--- src/rtl/tow_pkg.sv ---
// Shared tug-of-war definitions: sequencer state encoding, scorer terminal
// patterns and the start-light LFSR seed.
package tow_pkg;

    // Round sequencer states
    typedef enum logic [2:0] {
        StIdle     = 3'd0,
        StWait     = 3'd1,
        StLight    = 3'd2,
        StJudge    = 3'd3,
        StGameOver = 3'd4
    } state_e;

    // Scorer patterns that end the game: left win, right win, error
    localparam logic [6:0] SCORE_WL  = 7'b1110000;
    localparam logic [6:0] SCORE_WR  = 7'b0000111;
    localparam logic [6:0] SCORE_ERR = 7'b1010101;

    // LFSR reset value; must be non-zero or the register locks up
    localparam logic [15:0] LFSR_SEED = 16'hACE1;

    // True when the scorer shows a pattern that freezes the game
    function automatic logic is_final_score(input logic [6:0] s);
        return (s == SCORE_WL) || (s == SCORE_WR) || (s == SCORE_ERR);
    endfunction

endpackage

--- src/rtl/tow_lfsr.sv ---
// Free-running 16-bit Fibonacci LFSR, x^16 + x^14 + x^13 + x^11 + 1.
// Shifts every clock cycle; supplies the random start-light delay.
module tow_lfsr
    import tow_pkg::*;
(
    input  logic        clk,
    input  logic        rst,
    output logic [15:0] q
);

    logic [15:0] lfsr_q, lfsr_d;
    logic        feedback;

    // Next state: shift left, feed the XOR of the tap bits into bit 0
    always_comb begin
        feedback = lfsr_q[15] ^ lfsr_q[13] ^ lfsr_q[12] ^ lfsr_q[10];
        lfsr_d   = {lfsr_q[14:0], feedback};
    end

    // Register with seed on reset
    always_ff @(posedge clk or posedge rst) begin
        if (rst) begin
            lfsr_q <= LFSR_SEED;
        end else begin
            lfsr_q <= lfsr_d;
        end
    end

    assign q = lfsr_q;

endmodule

--- src/rtl/round_sequencer.sv ---
// Tug-of-war round sequencer. Waits for both buttons released, holds a random
// delay, lights the start LEDs, arbitrates the first push and pulses winrnd
// toward the scorer. Freezes in game-over when the scorer shows a final pattern.
// Optional feature: define ROUND_TIMEOUT_EN to void a round when nobody pushes
// within TIMEOUT_CYC cycles of the LEDs lighting.
module round_sequencer
    import tow_pkg::*;
#(
    parameter int unsigned DLY_MIN     = 16,
    parameter int unsigned DLY_BITS    = 8,
    parameter int unsigned RELEASE_CYC = 4,
    parameter int unsigned TIMEOUT_CYC = 1024
) (
    input  logic       clk,
    input  logic       rst,
    input  logic       pb_l,
    input  logic       pb_r,
    input  logic [6:0] score,
    output logic       leds_on,
    output logic       winrnd,
    output logic       right,
    output logic       game_over
);

    // Counter widths sized so the largest loaded value always fits
    localparam int unsigned DlyW = $clog2(DLY_MIN + (1 << DLY_BITS));
    localparam int unsigned RelW = $clog2(RELEASE_CYC + 1);

    state_e          state_q, state_d;
    logic [RelW-1:0] rel_cnt_q, rel_cnt_d;
    logic [DlyW-1:0] dly_cnt_q, dly_cnt_d;
    logic            tie_pri_q, tie_pri_d;
    logic            leds_on_q, leds_on_d;
    logic            winrnd_q, winrnd_d;
    logic            right_q, right_d;
    logic            game_over_q, game_over_d;

    logic [15:0]     lfsr_q;
    logic [DlyW-1:0] dly_load;
    logic            push;
    logic            tie;
    logic            push_right;
    logic            timeout;
    logic            unused_lfsr;

    tow_lfsr u_lfsr (
        .clk (clk),
        .rst (rst),
        .q   (lfsr_q)
    );

    // Only the low DLY_BITS of the LFSR feed the delay
    assign unused_lfsr = ^lfsr_q;
    assign dly_load    = DlyW'(DLY_MIN) + DlyW'(lfsr_q[DLY_BITS-1:0]);

`ifdef ROUND_TIMEOUT_EN
    localparam int unsigned ToW = $clog2(TIMEOUT_CYC + 1);

    logic [ToW-1:0] to_cnt_q, to_cnt_d;

    // Count cycles spent in LIGHT; cleared in every other state
    always_comb begin
        to_cnt_d = '0;
        if (state_q == StLight) begin
            to_cnt_d = to_cnt_q + ToW'(1);
        end
    end

    // Timeout counter register
    always_ff @(posedge clk or posedge rst) begin
        if (rst) begin
            to_cnt_q <= '0;
        end else begin
            to_cnt_q <= to_cnt_d;
        end
    end

    assign timeout = (state_q == StLight) && (to_cnt_q == ToW'(TIMEOUT_CYC - 1));
`else
    logic unused_timeout;

    // LIGHT waits forever without the timeout feature
    assign timeout        = 1'b0;
    assign unused_timeout = (TIMEOUT_CYC == 0);
`endif

    // Next-state and next-output logic for the round FSM and arbiter
    always_comb begin
        state_d     = state_q;
        rel_cnt_d   = rel_cnt_q;
        dly_cnt_d   = dly_cnt_q;
        tie_pri_d   = tie_pri_q;
        leds_on_d   = 1'b0;
        winrnd_d    = 1'b0;
        right_d     = 1'b0;
        game_over_d = 1'b0;

        push       = pb_l | pb_r;
        tie        = pb_l & pb_r;
        push_right = tie ? tie_pri_q : pb_r;

        unique case (state_q)
            StIdle: begin
                if (is_final_score(score)) begin
                    state_d     = StGameOver;
                    game_over_d = 1'b1;
                end else if (push) begin
                    // Any press restarts the release window
                    rel_cnt_d = '0;
                end else if (rel_cnt_q == RelW'(RELEASE_CYC - 1)) begin
                    state_d   = StWait;
                    rel_cnt_d = '0;
                    dly_cnt_d = dly_load;
                end else begin
                    rel_cnt_d = rel_cnt_q + RelW'(1);
                end
            end

            StWait: begin
                if (push) begin
                    // Jumped the light: judged with LEDs still dark
                    state_d  = StJudge;
                    winrnd_d = 1'b1;
                    right_d  = push_right;
                    if (tie) begin
                        tie_pri_d = ~tie_pri_q;
                    end
                end else if (dly_cnt_q == '0) begin
                    state_d   = StLight;
                    leds_on_d = 1'b1;
                end else begin
                    dly_cnt_d = dly_cnt_q - DlyW'(1);
                end
            end

            StLight: begin
                leds_on_d = 1'b1;
                if (push) begin
                    state_d  = StJudge;
                    winrnd_d = 1'b1;
                    right_d  = push_right;
                    if (tie) begin
                        tie_pri_d = ~tie_pri_q;
                    end
                end else if (timeout) begin
                    // Void round: back to IDLE without a winrnd pulse
                    state_d   = StIdle;
                    leds_on_d = 1'b0;
                end
            end

            StJudge: begin
                state_d = StIdle;
            end

            StGameOver: begin
                game_over_d = 1'b1;
            end

            default: begin
                state_d = StIdle;
            end
        endcase
    end

    // State, counters and registered outputs
    always_ff @(posedge clk or posedge rst) begin
        if (rst) begin
            state_q     <= StIdle;
            rel_cnt_q   <= '0;
            dly_cnt_q   <= '0;
            tie_pri_q   <= 1'b0;
            leds_on_q   <= 1'b0;
            winrnd_q    <= 1'b0;
            right_q     <= 1'b0;
            game_over_q <= 1'b0;
        end else begin
            state_q     <= state_d;
            rel_cnt_q   <= rel_cnt_d;
            dly_cnt_q   <= dly_cnt_d;
            tie_pri_q   <= tie_pri_d;
            leds_on_q   <= leds_on_d;
            winrnd_q    <= winrnd_d;
            right_q     <= right_d;
            game_over_q <= game_over_d;
        end
    end

    assign leds_on   = leds_on_q;
    assign winrnd    = winrnd_q;
    assign right     = right_q;
    assign game_over = game_over_q;

endmodule

--- config.mk ---
export PLATFORM = sky130hd
export DESIGN_NAME = round_sequencer
export DESIGN_NICKNAME = d
export VERILOG_FILES = /design/src/rtl/tow_pkg.sv /design/src/rtl/tow_lfsr.sv /design/src/rtl/round_sequencer.sv
export SDC_FILE = /design/constraint.sdc
export NUM_CORES = 1
export LEC_CHECK = 0
export CAP_MARGIN = 20
export CORE_ASPECT_RATIO = 0.8
export CORE_MARGIN = 3
export CORE_UTILIZATION = 41
export CTS_BUF_LIST = sky130_fd_sc_hd__clkbuf_16
export DETAILED_ROUTE_END_ITERATION = 6
export MAX_ROUTING_LAYER = met4
export PLACE_DENSITY_LB_ADDON = 0.08
export SLEW_MARGIN = 20
export SYNTH_ARGS = -nofsm -noshare
export SYNTH_HDL_FRONTEND = slang
export SYNTH_SLANG_ARGS = --single-unit
--- constraint.sdc ---
create_clock -name clk -period 4.5 [get_ports clk]
set_clock_uncertainty 0.05 [all_clocks]
set_input_delay 0.45 -clock clk [delete_from_list [all_inputs] [get_ports clk]]
set_output_delay 0.45 -clock clk [all_outputs]
set_load 0.02 [all_outputs]
After elaboration in Yosys (flattened, before gate mapping)

Cells that the tools add are included.

Memories: 0
Logic and storage cells: 71
Input port bits: 11
Memory bits (read-only): 0
Register bits: 36
Bits in latches: 0
Bits in writable memories: 0

Reductions and logical operators: 10
Multipliers: 0
Equal/unequal tests: 16
Add/subtract/negate cells: 3
Muxes and demuxes: 25
Bitwise gates (word level): 8
Divide/modulo/power cells: 0
Shift-type cells: 0
Order comparisons: 0

Operators by type and width:

| operator                                          | count |
|---|---|
| two-way mux 9 bit                                 | 5 |
| two-way mux 3 bit                                 | 8 |
| one-hot mux 9 bit (2 select lines)                | 1 |
| == test 7 bit (second input constant)             | 2 |
| != test 2 bit (second input constant)             | 6 |
| one-hot mux 3 bit (4 select lines)                | 1 |
| adder 5 x 8 -> 9 bit (first input constant)       | 1 |
| zero test 9 bit                                   | 1 |
| != test 3 bit (second input constant)             | 3 |
| subtractor 9 x 1 -> 9 bit (second input constant) | 1 |
| two-way mux 1 bit                                 | 8 |
| == test 7 x 3 -> 1 bit (second input constant)    | 1 |
| == test 3 x 2 -> 1 bit (second input constant)    | 2 |
| AND reduction 6 bit                               | 1 |
| AND reduction 5 bit                               | 1 |
| one-hot mux 1 bit (2 select lines)                | 2 |
| adder 3 x 1 -> 3 bit (second input constant)      | 1 |
| == test 3 x 1 -> 1 bit (second input constant)    | 1 |
| == test 3 bit (second input constant)             | 1 |
| zero test 3 bit                                   | 1 |
| inverter 1 bit                                    | 3 |
| AND reduction 3 bit                               | 1 |
| bitwise XOR 1 bit                                 | 3 |
| logical OR 1 bit                                  | 2 |
| other kinds (5)                                   | 5 |

Longest topological paths before layout

Gate-level depths: netlist (run 1).

Depth after elaboration: 5
Gate-level depth with buffers: 8

Hierarchy

From an unflattened synthesis (run 1), not the netlist that was laid out.

Cell total of the unflattened synthesis: 153
Area, all modules: 1651.6 um2

Modules (own cells, without submodules):

| module          | cells an instance | seq. area each (um2) | times used | area an instance (um2) |
|---|---|---|---|---|
| round_sequencer | 133               | 500.5                | 1          | 1211.2 |
| tow_lfsr        | 20                | 410.4                | 1          | 440.4 |

Worst setup path before layout (run 1)

No wires, ideal clock.

Path type: reg-to-reg
From: register dly_cnt_q[0]
To: register dly_cnt_q[6]
Arrival time: 2.021 ns
Clock period less this slack: 2.196 ns
Path slack: 2.304 ns
Path buffers: 1
Cell stages (with the launch flop): 9
Required time: 4.325 ns
Cell sequence: dfrtp_1 > inv_1 > ha_1 > or4b_4 > or3_1 > buf_6 > nand2_2 > o21ai_2 > mux2_4

Cells in the longest elaborated chain, start to end: 4

RTL lines:

| item                               | RTL line               | source |
|---|---|---|
| from (decl)                        | round_sequencer.sv:31  | `logic [DlyW-1:0] dly_cnt_q, dly_cnt_d;` |
| from (signal assigned)             | round_sequencer.sv:180 | `dly_cnt_q <= dly_cnt_d;` |
| subtractor 9 x 1 -> 9 bit          | round_sequencer.sv:132 | `dly_cnt_d = dly_cnt_q - DlyW'(1);` |
| two-way mux 9 bit                  | round_sequencer.sv:128 | `end else if (dly_cnt_q == '0) begin` |
| two-way mux 9 bit                  | round_sequencer.sv:120 | `if (push) begin` |
| one-hot mux 9 bit (2 select lines) | round_sequencer.sv:102 | `unique case (state_q)` |

Several ways; a longest one is shown, not always the timed one. The select of a mux whose other input is x is not followed.
A chain may end at the register's enable or synchronous reset.

Worst setup path in the final report (run 1)

Ends and elaborated chain as after synthesis.

==> results of run 1 <==
==> per-layer routing <==
layer  share of wire (%)  vias up  GRT usage [%]
li1                    -      576              -
met1                  51      569           20.9
met2                  41       34           20.5
met3                 5.6        6           6.05
met4                 2.2        0           7.92
met5                   0        -              -
==> sequential cells by signal (all words and copies together), names as in the netlist <==
signal     count
rel_cnt_q      3
u_lfsr.q      16
leds_on        1
winrnd         1
tie_pri_q      1
dly_cnt_q      9
state_q        3
game_over      1
right          1
==> worst min path at each step <==
stage	from	endpoint	depth (start not counted)	slack, ns
finish	u_lfsr.q[8]	u_lfsr.q[9]	0	0.30
global route	u_lfsr.q[9]	u_lfsr.q[10]	0	0.31
CTS	u_lfsr.q[8]	u_lfsr.q[9]	0	0.31
detailed placement	u_lfsr.q[14]	u_lfsr.q[15]	0	0.29
global placement	u_lfsr.q[8]	u_lfsr.q[9]	0	0.29
floorplan	u_lfsr.q[8]	u_lfsr.q[9]	0	0.28
==> kinds of logic after synthesis <==
family	count (synthesis)	synth area share, %
adders and majority gates	3	2.28
xor gates and xnor gates	8	4.26
AOI/OAI and AO/OA	35	14.7
DFF	36	55.3
muxes	3	2.28
buffers and inverters	11	3.04
and+or+nand+nor	55	18.1
==> final cells by class <==
class	count	area (sq um)
Inverter	5	18.8
Clock inverter	3	12.5
Tap cell	52	65.1
Sequential cell	36	911
Clock buffer	5	125
Timing Repair Buffer	15	148
Fill cell	318	1670
Multi-Input combinational cell	104	686
==> metrics by stage <==
stage	setup slack (ns)	hold WS (ns)	utilization (%)	cell area, sq um	cells
after floorplan	2.30	0.281	-	1650	151
final	2.12	0.302	54.0	1970	220
after global routing	2.05	0.310	54.0	1970	220
after detailed placement	2.08	0.288	50.3	1830	212
after global placement	2.17	0.286	50.3	1830	212
after CTS	2.14	0.307	54.0	1970	220
==> report_power, final <==
group          internal, mW  switching [mW]
logic                 0.158           0.167
clock network         0.200           0.119
registers             0.393          0.0874
total                 0.751           0.373
==> worst reg2reg max path, cell delays in order (launching register included) <==
cell and delay [ns]:
dfrtp_1 0.42, inv_1 0.08, ha_1 0.20, or4b_4 0.52
or3_1 0.48, nand2_2 0.10, o21ai_2 0.09, mux2_4 0.31
==> cells in the mapped netlist <==
library cell and n:
or3_1 4, o41ai_1 1, nor3_1 6, a2bb2oi_1 3
buf_6 1, a21o_1 1, ha_1 3, a31oi_1 2
nand3_1 9, mux2_2 2, a32o_1 4, or2_1 2
and3b_1 1, and3_1 1, o211ai_1 3, xnor2_1 5
clkbuf_1 4, o22ai_1 1, a21oi_2 1, nor2b_1 3
or4_1 3, a21oi_1 4, xor2_1 3, nor2_1 14
dfstp_2 8, nor2_2 1, dfrtp_1 28, a22oi_1 1
o21ai_0 8, o21ai_1 2, o21ai_2 1, o21a_1 1
nand2_1 4, mux2_4 1, inv_1 5, or4b_4 1
nand2b_1 3, nor3b_1 1, or3b_1 1, o2111ai_1 1
buf_2 1, a211oi_1 1, nand2_2 1
==> PnR_summary.wiki, run 1 <==
{| class="wikitable"
! Metric !! Value
|-
| Outcome || finished, final reports clean
|-
| Worst flop-to-flop path startpoint || dly_cnt_q[0]
|-
| Final Hold Viols || 0
|-
| Post-CTS repair timing setup buffer count || 0
|-
| Chain of cells forming the critical path || inv_1 > ha_1 > or4b_4 > or3_1 > nand2_2 > o21ai_2 > mux2_4
|-
| Standard cell with the maximum stage delay on the critical path || or4b_4
|-
| Area leader, netlist || dfrtp_1
|-
| Kind of start point of the critical path || flip-flop
|-
| Setup crit end || dly_cnt_q[6]
|-
| Insertion delay to the later sink of the worst-skew pair || approximately 0.28 ns
|-
| Count of buffering cells on the critical path with inverters included || 1
|-
| RSZ-0062 raised after global routing || false
|-
| Worst Tran Pin Value || approximately 1.1 ns
|-
| Wirelength, routed || 3210 microns
|-
| Routed len/inst || between 10 and 15 microns
|-
| Post-synthesis cell area || ~0.0016 sq mm
|-
| Start point of the critical path || dly_cnt_q[0]
|-
| Leakage dissipation || approximately 0.84 nW
|-
| Cell count of the worst reg-to-reg path || 7
|-
| Stage delay of the slowest cell on the critical path || 0.52 ns
|-
| Starting utilization of the core area || between 40% and 50%
|-
| Total routing resource utilization after global routing || between 15 and 20%
|-
| Final critical-path required period || 2.38 ns
|-
| Register-to-register setup slack || ~2.1 ns
|-
| Share of Yosys cell area claimed by the top area cell type || a little over two fifths
|-
| Part of the Yosys area used for sequential elements || 55.3%
|-
| Largest fanout on the critical path || 6
|-
| Via count of the first global-routing pass || roughly 1,200
|-
| Clock input transition at the sequential cells of the worst setup and hold paths || about 0.050 ns
|-
| Layout cell share with drive strength beyond 1 || a little over an eighth
|-
| Highest-count cells in the layout ignoring fill and taps || dfrtp_1, nor2_1, clkdlybuf4s50_1, nand3_1
|-
| HPWL after DPL || approximately 2200 microns
|-
| # H-tree levels || 2
|-
| Number of slew-limit violations in the final report || 0
|-
| Reg-to-Reg End || dly_cnt_q[6]
|-
| Fin crit share || a little over half
|-
| Width of the chip || between 70 and 80 microns
|-
| Path type of the worst min-delay path || flip-flop to flip-flop
|-
| Core Box Area || between 0.003 and 0.004 sq mm
|-
| Mean instance size in the synthesized netlist || between 10 and 15 sq um
|-
| Slew Limit Headroom || 27.7%
|-
| Nets || between 150 and 200
|-
| Number of logic stages on the critical path including buffering || 7
|-
| Die boundary height || around 63 microns
|-
| Detailed router's first-iteration violation count || just under 80
|-
| Post-CTS Hold Buffers || 0
|-
| Clock tree from TritonCTS || done
|-
| First-pass GRT wire length || about 5700 microns
|-
| CP Class || flip-flop to flip-flop
|-
| Die area || 0.00482 sq mm
|-
| Worst Setup End Kind || flip-flop
|-
| Ant diodes || 0
|-
| Final Total Pwr || 1.12 mW
|-
| Maximum achievable frequency || ~420 MHz
|-
| Post-cts repair resize count || 0
|-
| Overflow left after global routing || 0
|-
| Arrival time worst endpoint || ~2.5 ns
|-
| Detail-routed via count per cell || between 5 and 6
|-
| I/O pin count || 15
|-
| Max rail drop VDD || roughly 0.00023 V
|-
| Final setup violating endpoints || 0
|-
| Final ANT Viol Nets || 0
|-
| Clock sink total || 36
|-
| Growth of design area from synthesis to finish || 19.4%
|-
| Netlist cell types || 43
|-
| Maxcap violations || 0
|-
| Number of remaining DRC errors || 0
|-
| PortBufs || 14
|-
| Total via count in the routed design || about 1,200
|-
| Cells taking the most area after synthesis || dfrtp_1, dfstp_2, nor2_1, nand3_1, xnor2_1
|-
| Number of antenna violations at the first check in global routing || 0
|-
| Flop and latch count out of synthesis || 36
|-
| Number of iterations in the first detailed-routing pass || 4
|-
| Clock Root Buffer || clkbuf_16
|-
| Most common cell after layout, fill and taps aside || dfrtp_1
|-
| PD cells || between 500 and 600 mW/mm^2
|-
| Number of buffers on the longest clock path || 2
|-
| Gate count after technology mapping || 151
|-
| Count of standard-cell rows || 19
|-
| Pin count of the biggest net entering global routing || 37
|-
| Number of warning messages in the yosys log || 0
|-
| Sum of negative setup slack || 0 ns
|-
| Global placer's final weighted congestion || about 0.83
|-
| Total CTS buffers || 5
|-
| Cell family contributing the most delay on the critical path || simple AND/OR/NAND/NOR gates
|-
| Syn_nets || around 170
|-
| Worst endpoint required time || between 4 and 5 ns
|}
No activity file was read; power rests on OpenSTA's default activity.
==> run 2: changes to the inputs <==
==> constraint.sdc (replaced) <==
create_clock -name clk -period 2.27 [get_ports clk]
set_clock_uncertainty 0.05 [all_clocks]
set_input_delay 0.227 -clock clk [delete_from_list [all_inputs] [get_ports clk]]
set_output_delay 0.227 -clock clk [all_outputs]
set_load 0.02 [all_outputs]
==> PnR_summary.wiki, run 2 (same netlist as run 1, synthesis figures left out) <==
{| class="wikitable"
! Metric !! Value
|-
| Outcome || finished, final reports clean (unchanged)
|-
| Die area || 0.00482 sq mm (unchanged)
|-
| Maxcap violations || 0 (unchanged)
|-
| Ant diodes || 0 (unchanged)
|-
| Clock input transition at the sequential cells of the worst setup and hold paths || 0.06 ns (was 0.05 ns)
|-
| Number of remaining DRC errors || 0 (unchanged)
|-
| Largest fanout on the critical path || 4 (was 6)
|-
| Highest-count cells in the layout ignoring fill and taps || dfrtp_1, nor2_1, clkdlybuf4s50_1, buf_4, nand3_1 (was dfrtp_1, nor2_1, clkdlybuf4s50_1, nand3_1)
|-
| Clock sink total || 36 (unchanged)
|-
| Pin count of the biggest net entering global routing || 37 (unchanged)
|-
| Sum of negative setup slack || 0 ns (unchanged)
|-
| Die boundary height || 62.7 microns (unchanged)
|-
| Fin crit share || 95.2% (was 52.9%)
|-
| Path type of the worst min-delay path || input pin to async pin (was flip-flop to flip-flop)
|-
| RSZ-0062 raised after global routing || false (unchanged)
|-
| Total CTS buffers || 5 (unchanged)
|-
| Maximum achievable frequency || 463 MHz (was 420 MHz)
|-
| Number of slew-limit violations in the final report || 0 (unchanged)
|-
| Worst hold slack across all endpoints || 0.288 ns (was 0.302 ns)
|-
| Stage delay of the slowest cell on the critical path || 0.47 ns (was 0.52 ns)
|-
| Growth of design area from synthesis to finish || 26.7% (was 19.4%)
|-
| Max rail drop VDD || 0.000526 V (was 0.000231 V)
|-
| Register-to-register setup slack || 0.11 ns (was 2.12 ns)
|-
| Nets || 193 (was 181)
|-
| Cell family contributing the most delay on the critical path || simple AND/OR/NAND/NOR gates (unchanged)
|-
| Cell count after placement || 224 (was 212)
|-
| Global placer's final weighted congestion || 0.885 (was 0.833)
|-
| Worst Tran Pin Value || 0.444 ns (was 1.08 ns)
|-
| Arrival time worst endpoint || 2.27 ns (was 2.49 ns)
|-
| # H-tree levels || 2 (unchanged)
|-
| Final ANT Viol Nets || 0 (unchanged)
|-
| Wirelength, routed || 3350 microns (was 3210 microns)
|-
| Kind of start point of the critical path || flip-flop (unchanged)
|-
| Count of standard-cell rows || 19 (unchanged)
|-
| Post-CTS Hold Buffers || 0 (unchanged)
|-
| Chain of cells forming the critical path || inv_1 > ha_1 > or4b_4 > or3_1 > nand2_2 > o21ai_2 > mux2_4 (unchanged)
|-
| Standard cell with the maximum stage delay on the critical path || or4b_4 (unchanged)
|-
| Core Box Area || 0.00364 sq mm (unchanged)
|-
| Clock Root Buffer || clkbuf_16 (unchanged)
|-
| Final Hold Viols || 0 (unchanged)
|-
| Worst flop-to-flop path startpoint || dly_cnt_q[1] (was dly_cnt_q[0])
|-
| Most common cell after layout, fill and taps aside || dfrtp_1 (unchanged)
|-
| First-pass GRT wire length || 5840 microns (was 5650 microns)
|-
| Final critical-path required period || 2.16 ns (was 2.38 ns)
|-
| Layout cell share with drive strength beyond 1 || 20.6% (was 13.7%)
|-
| Detail-routed via count per cell || 5.40 (was 5.39)
|-
| Slew Limit Headroom || 70.4% (was 27.7%)
|-
| Number of antenna violations at the first check in global routing || 0 (unchanged)
|-
| PD cells || 1170 mW/mm^2 (was 572 mW/mm^2)
|-
| Worst Setup End Kind || flip-flop (unchanged)
|-
| Post-cts repair resize count || 0 (unchanged)
|-
| HPWL after DPL || 2400 microns (was 2160 microns)
|-
| Post-CTS repair timing setup buffer count || 0 (unchanged)
|-
| Final setup violating endpoints || 0 (unchanged)
|-
| Cell count of the worst reg-to-reg path || 7 (unchanged)
|-
| Width of the chip || 76.9 microns (unchanged)
|-
| Worst endpoint required time || 2.38 ns (was 4.61 ns)
|-
| I/O pin count || 15 (unchanged)
|-
| Overflow left after global routing || 0 (unchanged)
|-
| Count of buffering cells on the critical path with inverters included || 1 (unchanged)
|-
| Number of buffers on the longest clock path || 2 (unchanged)
|-
| CP Class || flip-flop to flip-flop (unchanged)
|-
| Starting utilization of the core area || 45.3% (unchanged)
|-
| PortBufs || 14 (unchanged)
|-
| Number of iterations in the first detailed-routing pass || 4 (unchanged)
|-
| Leakage dissipation || 0.908 nW (was 0.845 nW)
|-
| Clock tree from TritonCTS || done (unchanged)
|-
| Largest register FFs || 16 (unchanged)
|-
| Total routing resource utilization after global routing || 15.9% (was 15.7%)
|-
| Final Total Pwr || 2.45 mW (was 1.12 mW)
|-
| Via count of the first global-routing pass || 1,216 (was 1,193)
|-
| Fillers || 313 (was 318)
|-
| Insertion delay to the later sink of the worst-skew pair || 0.28 ns (about the same)
|-
| Number of logic stages on the critical path including buffering || 7 (unchanged)
|-
| Detailed router's first-iteration violation count || 91 (was 79)
|-
| Reg-to-Reg End || dly_cnt_q[6] (unchanged)
|-
| Final cell count without fillers || 232 (was 220)
|-
| Total via count in the routed design || 1,252 (was 1,185)
|-
| Routed len/inst || 14.4 microns (was 14.6 microns)
|}
==> run 2: stage by stage <==
| stage | util, % | setup WS, ns | instance area (sq um) |
|---|---|---|---|
| 6_report | 57.3 | 0.110 | 2090 |
| 5_1_grt | 57.3 | 0.0178 | 2090 |
| 4_1_cts | 57.3 | 0.103 | 2090 |
| 3_5_place_dp | 52.7 | 0.125 | 1920 |
| 3_3_place_gp | 52.7 | 0.136 | 1920 |
| 2_1_floorplan | - | 0.0741 | 1650 |
==> run 2: area by class of cell <==
| type | count | area, sq um | share of cell area [%] |
|---|---|---|---|
| Inverter | 5 | 18.8 | 0.900 |
| Multi-Input combinational cell | 104 | 686 | 32.9 |
| Timing Repair Buffer | 27 | 238 | 11.4 |
| Tap cell | 52 | 65.1 | 3.12 |
| Clock buffer | 5 | 125 | 6.00 |
| Sequential cell | 36 | 911 | 43.7 |
| Clock inverter | 3 | 42.5 | 2.04 |
==> run 2: worst reg2reg max path: cells and delay by family (launching register included) <==
| family | cells | cell delay, ns |
|---|---|---|
| mux | 1 | 0.30 |
| simple gates | 3 | 0.99 |
| buf+inv | 1 | 0.06 |
| flops | 1 | 0.39 |
| compound gates | 1 | 0.09 |
| fa+ha+maj | 1 | 0.16 |
==> run 2: layer usage <==
metal / global-route usage, % / up-vias / routed length [microns]
met2: 21.3 / 23 / 1400
li1: - / 600 / -
met4: 5.43 / 0 / 51
met5: - / - / 0
met3: 3.89 / 6 / 116
met1: 23.2 / 623 / 1780
==> run 2: report_power, final <==
group	switching, mW	internal (mW)	total, mW
clock	0.252	0.515	0.767
sequential	0.101	0.780	0.881
combinational	0.420	0.381	0.801
total	0.774	1.68	2.45
==> run 2: worst max path at each step <==
stage                       startpoint           end  slack, ns
after floorplan           dly_cnt_q[0]  dly_cnt_q[6]       0.07
after global placement    dly_cnt_q[0]  dly_cnt_q[7]       0.14
after detailed placement  dly_cnt_q[1]  dly_cnt_q[6]       0.12
after CTS                 dly_cnt_q[1]  dly_cnt_q[6]       0.10
after global routing      dly_cnt_q[1]  dly_cnt_q[6]       0.02
final                     dly_cnt_q[1]  dly_cnt_q[6]       0.11
